[config.mk]
export PLATFORM = sky130hd
export DESIGN_NAME = exc_commit_ctrl
export DESIGN_NICKNAME = d
export VERILOG_FILES = /design/src/rtl/exc_commit_ctrl.sv
export SDC_FILE = /design/constraint.sdc
export NUM_CORES = 1
export LEC_CHECK = 0
export CAP_MARGIN = 20
export CORE_AREA = 2 2 109 111
export DETAILED_ROUTE_END_ITERATION = 7
export DIE_AREA = 0 0 111 113
export DONT_BUFFER_PORTS = 1
export GPL_TIMING_DRIVEN = 0
export HOLD_SLACK_MARGIN = 0.06
export PLACE_DENSITY = 0.69
export SLEW_MARGIN = 10
export SYNTH_ARGS = -nofsm -noshare
export SYNTH_HDL_FRONTEND = slang
export SYNTH_SLANG_ARGS = --single-unit
[constraint.sdc]
create_clock -name clk -period 5.9 [get_ports clk]
set_clock_uncertainty 0.2 [all_clocks]
set_input_delay 0.295 -clock clk [delete_from_list [all_inputs] [get_ports clk]]
set_output_delay 0.295 -clock clk [all_outputs]
set_load 0.005 [all_outputs]
[src/rtl/exc_commit_ctrl.sv]
// exc_commit_ctrl: commit-stage exception/interrupt prioritiser that drives CP0 ex_* strobes, flush and fetch redirect.
// Rev 1.0
`default_nettype none

module exc_commit_ctrl #(
  parameter logic [31:0] VEC_BEV1 = 32'hBFC00380,
  parameter logic [31:0] VEC_BEV0 = 32'h80000180
) (
  input  logic        clk,
  input  logic        resetn,
  input  logic        cm_valid,
  output logic        cm_ready,
  input  logic [31:0] cm_pc,
  input  logic        cm_is_branch,
  input  logic        cm_ex_if_adel,
  input  logic        cm_ex_ri,
  input  logic        cm_ex_ov,
  input  logic        cm_ex_sys,
  input  logic        cm_ex_bp,
  input  logic        cm_ex_adel,
  input  logic        cm_ex_ades,
  input  logic [31:0] cm_mem_addr,
  input  logic        cm_eret,
  output logic        cm_kill,
  input  logic        int_req,
  input  logic [31:0] cp0_status,
  input  logic [31:0] cp0_cause,
  input  logic [31:0] cp0_epc,
  output logic        ex_valid,
  output logic [4:0]  ex_excode,
  output logic        ex_bd,
  output logic [31:0] ex_epc,
  output logic [31:0] ex_badvaddr,
  output logic        ex_eret,
  output logic        flush,
  output logic        redirect_valid,
  output logic [31:0] redirect_pc
);

  typedef enum logic [0:0] {
    RUN   = 1'b0,
    FLUSH = 1'b1
  } state_t;

  state_t      state;
  logic        in_ds;
  logic        any_ex;
  logic        take;
  logic        is_exc;
  logic [4:0]  sel_code;
  logic [31:0] sel_badv;
  logic [31:0] vec_pc;
  logic        unused_bits;

  assign unused_bits = ^{cp0_status[31:23], cp0_status[21:0], cp0_cause[31:7], cp0_cause[1:0]};

  assign any_ex   = cm_ex_if_adel | cm_ex_ri | cm_ex_ov | cm_ex_sys |
                    cm_ex_bp | cm_ex_adel | cm_ex_ades;
  assign cm_ready = (state == RUN);
  assign take     = cm_ready & cm_valid & (int_req | any_ex | cm_eret);
  assign cm_kill  = take;
  assign vec_pc   = cp0_status[22] ? VEC_BEV1 : VEC_BEV0;

  // Priority chain; falling through every flag means the take is an eret.
  always_comb begin
    sel_code = 5'd0;
    sel_badv = 32'd0;
    is_exc   = 1'b1;
    if (int_req) begin
      sel_code = 5'd0;
    end else if (cm_ex_if_adel) begin
      sel_code = 5'd4;
      sel_badv = cm_pc;
    end else if (cm_ex_ri) begin
      sel_code = 5'd10;
    end else if (cm_ex_ov) begin
      sel_code = 5'd12;
    end else if (cm_ex_sys) begin
      sel_code = 5'd8;
    end else if (cm_ex_bp) begin
      sel_code = 5'd9;
    end else if (cm_ex_adel) begin
      sel_code = 5'd4;
      sel_badv = cm_mem_addr;
    end else if (cm_ex_ades) begin
      sel_code = 5'd5;
      sel_badv = cm_mem_addr;
    end else begin
      sel_code = cp0_cause[6:2];
      is_exc   = 1'b0;
    end
  end

  always_ff @(posedge clk or negedge resetn) begin
    if (!resetn) begin
      state          <= RUN;
      in_ds          <= 1'b0;
      ex_valid       <= 1'b0;
      ex_excode      <= 5'd0;
      ex_bd          <= 1'b0;
      ex_epc         <= 32'd0;
      ex_badvaddr    <= 32'd0;
      ex_eret        <= 1'b0;
      flush          <= 1'b0;
      redirect_valid <= 1'b0;
      redirect_pc    <= 32'd0;
    end else begin
      case (state)
        RUN: begin
          if (take) begin
            state          <= FLUSH;
            in_ds          <= 1'b0;
            ex_valid       <= 1'b1;
            flush          <= 1'b1;
            redirect_valid <= 1'b1;
            ex_excode      <= sel_code;
            ex_bd          <= in_ds;
            ex_epc         <= in_ds ? (cm_pc - 32'd4) : cm_pc;
            ex_badvaddr    <= sel_badv;
            ex_eret        <= ~is_exc;
            redirect_pc    <= is_exc ? vec_pc : cp0_epc;
          end else if (cm_valid) begin
            // Bubbles leave in_ds alone so a stalled delay slot is still flagged.
            in_ds <= cm_is_branch;
          end
        end
        FLUSH: begin
          state          <= RUN;
          ex_valid       <= 1'b0;
          flush          <= 1'b0;
          redirect_valid <= 1'b0;
        end
        default: state <= RUN;
      endcase
    end
  end

endmodule

`default_nettype wire

## Word-level counts from Yosys, hierarchy flattened

Cells that the tools add are included.

- Register bits after elaboration: 106
- Input bits: 173
- Output and inout port bits: 108
- Logic and storage cells: 59

- $add $sub $neg: 1
- Eq/ne operators: 1
- Muxes and demuxes: 33
- Bitwise operators: 12
- Reductions and logical operators: 3

Operators by type and width:

| operator | count |
|---|---|
| $mux W32 | 10 |
| $mux W5 | 8 |
| $sub A32 B3 Y32 const B | 1 |
| $mux W30 | 1 |
| $mux W1 | 12 |
| $or A1 B1 Y1 | 8 |
| $pmux W1 S2 | 2 |
| $reduce_and A2 Y1 | 2 |
| $and A1 B1 Y1 | 2 |
| $ne A2 B1 Y1 const B | 1 |
| $not A1 Y1 | 2 |
| $reduce_bool A2 Y1 | 1 |

## Longest topological paths before layout

- Depth after elaboration: 11
- Gate-level depth with buffers: 8

## Worst setup path after synthesis

No wires, ideal clock.

- Path type: input-to-reg
- Start: input cm_pc[24]
- End: register ex_epc[28]
- Arrival: 1796 ps
- Path slack: 3822 ps
- Stages: 4
- Path through: or4_4 or4_1 or4_1 a31oi_1

- Cells in the longest elaborated chain, start to end: 2

RTL lines:

| item | line | RTL |
|---|---|---|
| start: declaration | 13 | `input logic [31:0] cm_pc,` |
| $sub A32 B3 Y32 | 118 | `ex_epc <= in_ds ? (cm_pc - 32'd4) : cm_pc;` |
| $mux W32 | 118 |  |
| end signal: assignment | 118 |  |
| end: declaration | 32 | `output logic [31:0] ex_epc,` |

No other way between the ends.
A chain may end at the register's enable or synchronous reset.

## Worst setup path in the final report

- Start: register in_ds
- End: register ex_epc[17]

- Cells in the longest elaborated chain, start to end: 1

RTL lines:

| item | line | RTL |
|---|---|---|
| start: declaration | 46 | `logic in_ds;` |
| start signal: assignment | 124 | `in_ds <= cm_is_branch;` |
| $mux W32 | 118 |  |

No other way between the ends.

==> flow_results.org <==
** Global routing
- Via count of the first global-routing pass :: 5018
- Tot GR Track Use :: 28.87%
- Total overflow reported by the global router :: 0
- Entering global routing, the biggest net connects 107 pins.
- The first global-routing pass estimated 27940 µm of wire.
- Number of antenna violations at the first check in global routing :: 0

** Placed design
- HPWL after detailed placement :: 11500 µm
- Routability-driven placement finished with a final weighted congestion of 0.9028.
- Prior to clock tree synthesis, the placed netlist has a worst setup slack of 3056 ps.
- In this run the tool buffered the top-level ports with 0 buffer cells.

** Synthesis
- Share of synthesized flip-flops with an asynchronous set or reset :: 100.0%
- The number of nets in the synthesized netlist is 652.
- Seq/Total Area, Yosys :: 53.75%
- Sorting the synthesized cells by area gives the leading types as sky130_fd_sc_hd__dfrtp_1, sky130_fd_sc_hd__o31ai_1, sky130_fd_sc_hd__nand2_1, sky130_fd_sc_hd__a22oi_1, sky130_fd_sc_hd__a22o_1.
- In this run the biggest area consumer among cell types represents 53.75% of the synthesized area.
- EDFF count, synth :: 0
- Cell area after synthesis :: 4935 µm²
- Number of instances in the synthesized netlist :: 478
- The most used flip-flop cell after synthesis is sky130_fd_sc_hd__dfrtp_1.
- Post-synthesis register bit count :: 106
- Total number of yosys warnings :: 0
- Largest area contributor in the synthesized netlist :: sky130_fd_sc_hd__dfrtp_1
- Yosys mapped the design onto 44 distinct sky130hd cell types.
- Averaged over all synthesized cells, the footprint is 10.32 µm².

** Floorplan
- During I/O placement, the number of pins put on the boundary was 281.
- Measured along the x axis, the die boundary spans 111 µm.
- The floorplan step defined a die boundary enclosing 12540 µm².
- The initial utilization of the core area, before any placement, comes to 43.78%.
- The region available for standard cell placement spans 11270 µm².
- The floorplan has 39 rows.
- The floorplan step set the die height to 113 µm.

** Power and ir drop
- Of the total power, the clock network draws 35.8%.
- Summing internal, switching and leakage power gives 0.001691 W.
- Static power due to leakage :: 2.746 nW
- In this run, the combinational gates consume 14.6% of the power.
- In this run the power spent charging and discharging nets is 0.0004773 W.
- Net switching is 28.23% of the power.
- Registers are responsible for 49.6% of the overall power.
- For this design the ratio of total power to cell area is 252.4 nW/µm².
- The internal power of the cells totals 0.001214 W.
- VDD sags by at most 155.0 µV.

** Flow run
- Number of violations of the max-capacitance limit :: 0

** Timing
- Final hold vios :: 0
- Setup slack closes at 2427 ps.
- Setup repair after global routing left no endpoint under its margin.
- Fraction of the cycle the final worst path needs :: 58.86%
- Setup violations remaining at the end of the flow were counted as 0.
- Worst rel slew slack :: 44.91%
- Number of pins with negative max-slew slack in the final report :: 0
- Adding up every negative setup slack in the final design gives 0 ps.
- For the pin with the worst max-slew slack, the measured transition is 824.1 ps.
- Worst hold slack after final layout :: 63.46 ps
- Final period demand of the worst path :: 3473 ps
- Top achievable clock speed :: 0.2880 GHz

** Hold path
- The tightest min-delay check is of the in -> reg type.

** Drt
- Final ANT Viol Nets :: 0
- Detailed-router iteration count before antenna repair :: 6
- The final layout contains routed wiring with a total length of 17980 µm.
- The first routing iteration left 518 violations.
- Detailed routing inserted a total of 4886 vias.
- Avg Vias per Cell :: 6.395
- For this run, design rule violations remaining after detail routing come to 0.
- Detailed-route wire length per cell :: 23.54 µm

** Setup path
- Startpoint Class :: flip-flop
- Crit path arrival time :: 3520 ps
- The critical path in this run is classified as reg -> reg.
- Endpoint class of the critical path :: flip-flop
- Along the worst path, the maximum fanout reaches 10.
- Data on the critical path is required at its endpoint by 5940 ps.

** Clock tree
- Worst-case clock buffer depth :: 2
- Clock-pin slew reported for the worst setup and hold paths after clock tree synthesis :: 80 ps
- CTS root buf :: sky130_fd_sc_hd__clkbuf_16
- The number of gates resized after CTS was 0.
- Counting every sink on the clock net gives 106.
- The number of clock buffers added by TritonCTS is 9.
- Clock tree from TritonCTS :: yes
- For the worst-skew pair, the clock arrives at the later sink with an insertion delay of 350 ps.
- The H-tree was split into 3 levels.

** Layout
- For this run, the share of the core covered by cells in the final layout is 59.44%.
- Relative to the synthesized area, the layout overhead comes to 35.78%.
- Layout net count :: 790
- Share of cells above drive strength 1 :: 7.568%
- Number of diodes :: 0

** Run status
- The run finished with clean final reports.
==> final timing paths <==
check | cells after the start | from | slack [ps] | to
setup / recovery | 8 | in_ds | 2430 | ex_epc[17]
hold / removal | 3 | cm_pc[25] | 60 | ex_epc[26]
setup reg to reg | 8 | in_ds | 2430 | ex_epc[17]
hold reg to reg | 2 | ex_badvaddr[12] | 310 | ex_badvaddr[12]
max in group asynchronous | 2 | resetn | 4700 | ex_badvaddr[24]
min in group asynchronous | 2 | resetn | 340 | ex_epc[31]
==> cell usage after synthesis, types with 2 or more instances <==
master and n:
sky130_fd_sc_hd__a22oi_1 32, sky130_fd_sc_hd__a31oi_1 18, sky130_fd_sc_hd__xor2_1 7, sky130_fd_sc_hd__buf_4 3
sky130_fd_sc_hd__nor2_1 28, sky130_fd_sc_hd__nand3_1 2, sky130_fd_sc_hd__or2_2 3, sky130_fd_sc_hd__o31ai_1 46
sky130_fd_sc_hd__nor3_1 8, sky130_fd_sc_hd__a221o_1 9, sky130_fd_sc_hd__nand4_1 7, sky130_fd_sc_hd__inv_1 8
sky130_fd_sc_hd__o22a_1 3, sky130_fd_sc_hd__a22o_1 21, sky130_fd_sc_hd__or3_1 5, sky130_fd_sc_hd__dfrtp_1 106
sky130_fd_sc_hd__xnor2_1 5, sky130_fd_sc_hd__nor4_1 5, sky130_fd_sc_hd__a21o_1 2, sky130_fd_sc_hd__o21ai_0 16
sky130_fd_sc_hd__nand2b_1 2, sky130_fd_sc_hd__clkbuf_1 22, sky130_fd_sc_hd__o41ai_1 3, sky130_fd_sc_hd__nand2_1 67
sky130_fd_sc_hd__or4_1 16, sky130_fd_sc_hd__buf_2 16
==> worst max-delay path, stage by stage, from the launching register on <==
cell	delay (ps)
sky130_fd_sc_hd__dfrtp_1	330
sky130_fd_sc_hd__buf_4	170
sky130_fd_sc_hd__nor4b_2	690
sky130_fd_sc_hd__nand3b_1	240
sky130_fd_sc_hd__clkbuf_1	260
sky130_fd_sc_hd__o31ai_1	240
sky130_fd_sc_hd__dlygate4sd3_1	580
sky130_fd_sc_hd__a31oi_1	80
sky130_fd_sc_hd__dlygate4sd3_1	580
==> sequential cells by signal (all words and copies together) (netlist names) <==
register        cells
ex_eret             1
ex_excode           5
ex_bd               1
in_ds               1
state               1
redirect_pc        32
redirect_valid      1
ex_badvaddr        32
ex_epc             32
==> through the flow <==
step	instances	instance area, µm²
2_1_floorplan	478	4935
3_3_place_gp	621	5114
3_5_place_dp	621	5114
4_1_cts	764	6700
5_1_grt	764	6700
6_report	764	6700
==> power by group through the flow <==
| stage | Sequential [W] | Clock, W | Combinational, W |
|---|---|---|---|
| after CTS | 0.000837 | 0.000607 | 0.000241 |
| after detailed placement | 0.000851 | 0 | 0.000142 |
| after global placement | 0.000849 | 0 | 0.000136 |
| after floorplan | 0.000833 | 0 | 0.000108 |
| final | 0.000838 | 0.000606 | 0.000247 |
| after global routing | 0.000844 | 0.000645 | 0.000271 |
==> per-layer routing <==
layer  wire, µm  track usage, %  up-vias
met3       1769           7.927       68
met2       8765           47.24      356
met5          0               0        -
li1           -               -     2084
met1       6679           34.99     2378
met4        770           15.58        0
==> layout by cell type (no fill, tap or decap), drive strengths merged, types with 3 or more instances in the layout <==
master / n
nor2: 28
a22oi: 32
nor4: 5
a31oi: 18
a221o: 9
nor3: 9
a22o: 21
xor2: 7
o21ai: 16
or4: 17
o31ai: 46
or3: 5
inv: 12
dfrtp: 106
xnor2: 5
o22a: 3
nand4: 7
o41ai: 3
buf: 20
dlygate4sd3: 126
or2: 3
nand2: 67
clkbuf: 32
==> final cells by class <==
type	instances	area, µm²
inverter	9	33.78
buffer	41	185.2
clock inverter	6	58.81
multi-input combinational	322	2063
tap	143	178.9
fill	913	4572
timing repair buffer	127	1289
sequential	106	2653
clock buffer	10	239.0
==> kinds of logic after synthesis <==
logic type | Yosys count | synth area share, %
buffers and inverters | 50 | 4.437
AOI/OAI and AO/OA | 153 | 23.15
adders and majority gates | 1 | 0.2535
xor gates and xnor gates | 12 | 2.130
muxes | 1 | 0.2282
and+or+nand+nor | 155 | 16.05
DFF | 106 | 53.75
==> timing repair <==
action | in CTS | in global routing
setup buffers | 0 | 0
endpoints found under the hold margin | 207 | 0
hold buffers | 127 | 0
Note: power is estimated with default switching activity, not from simulation.
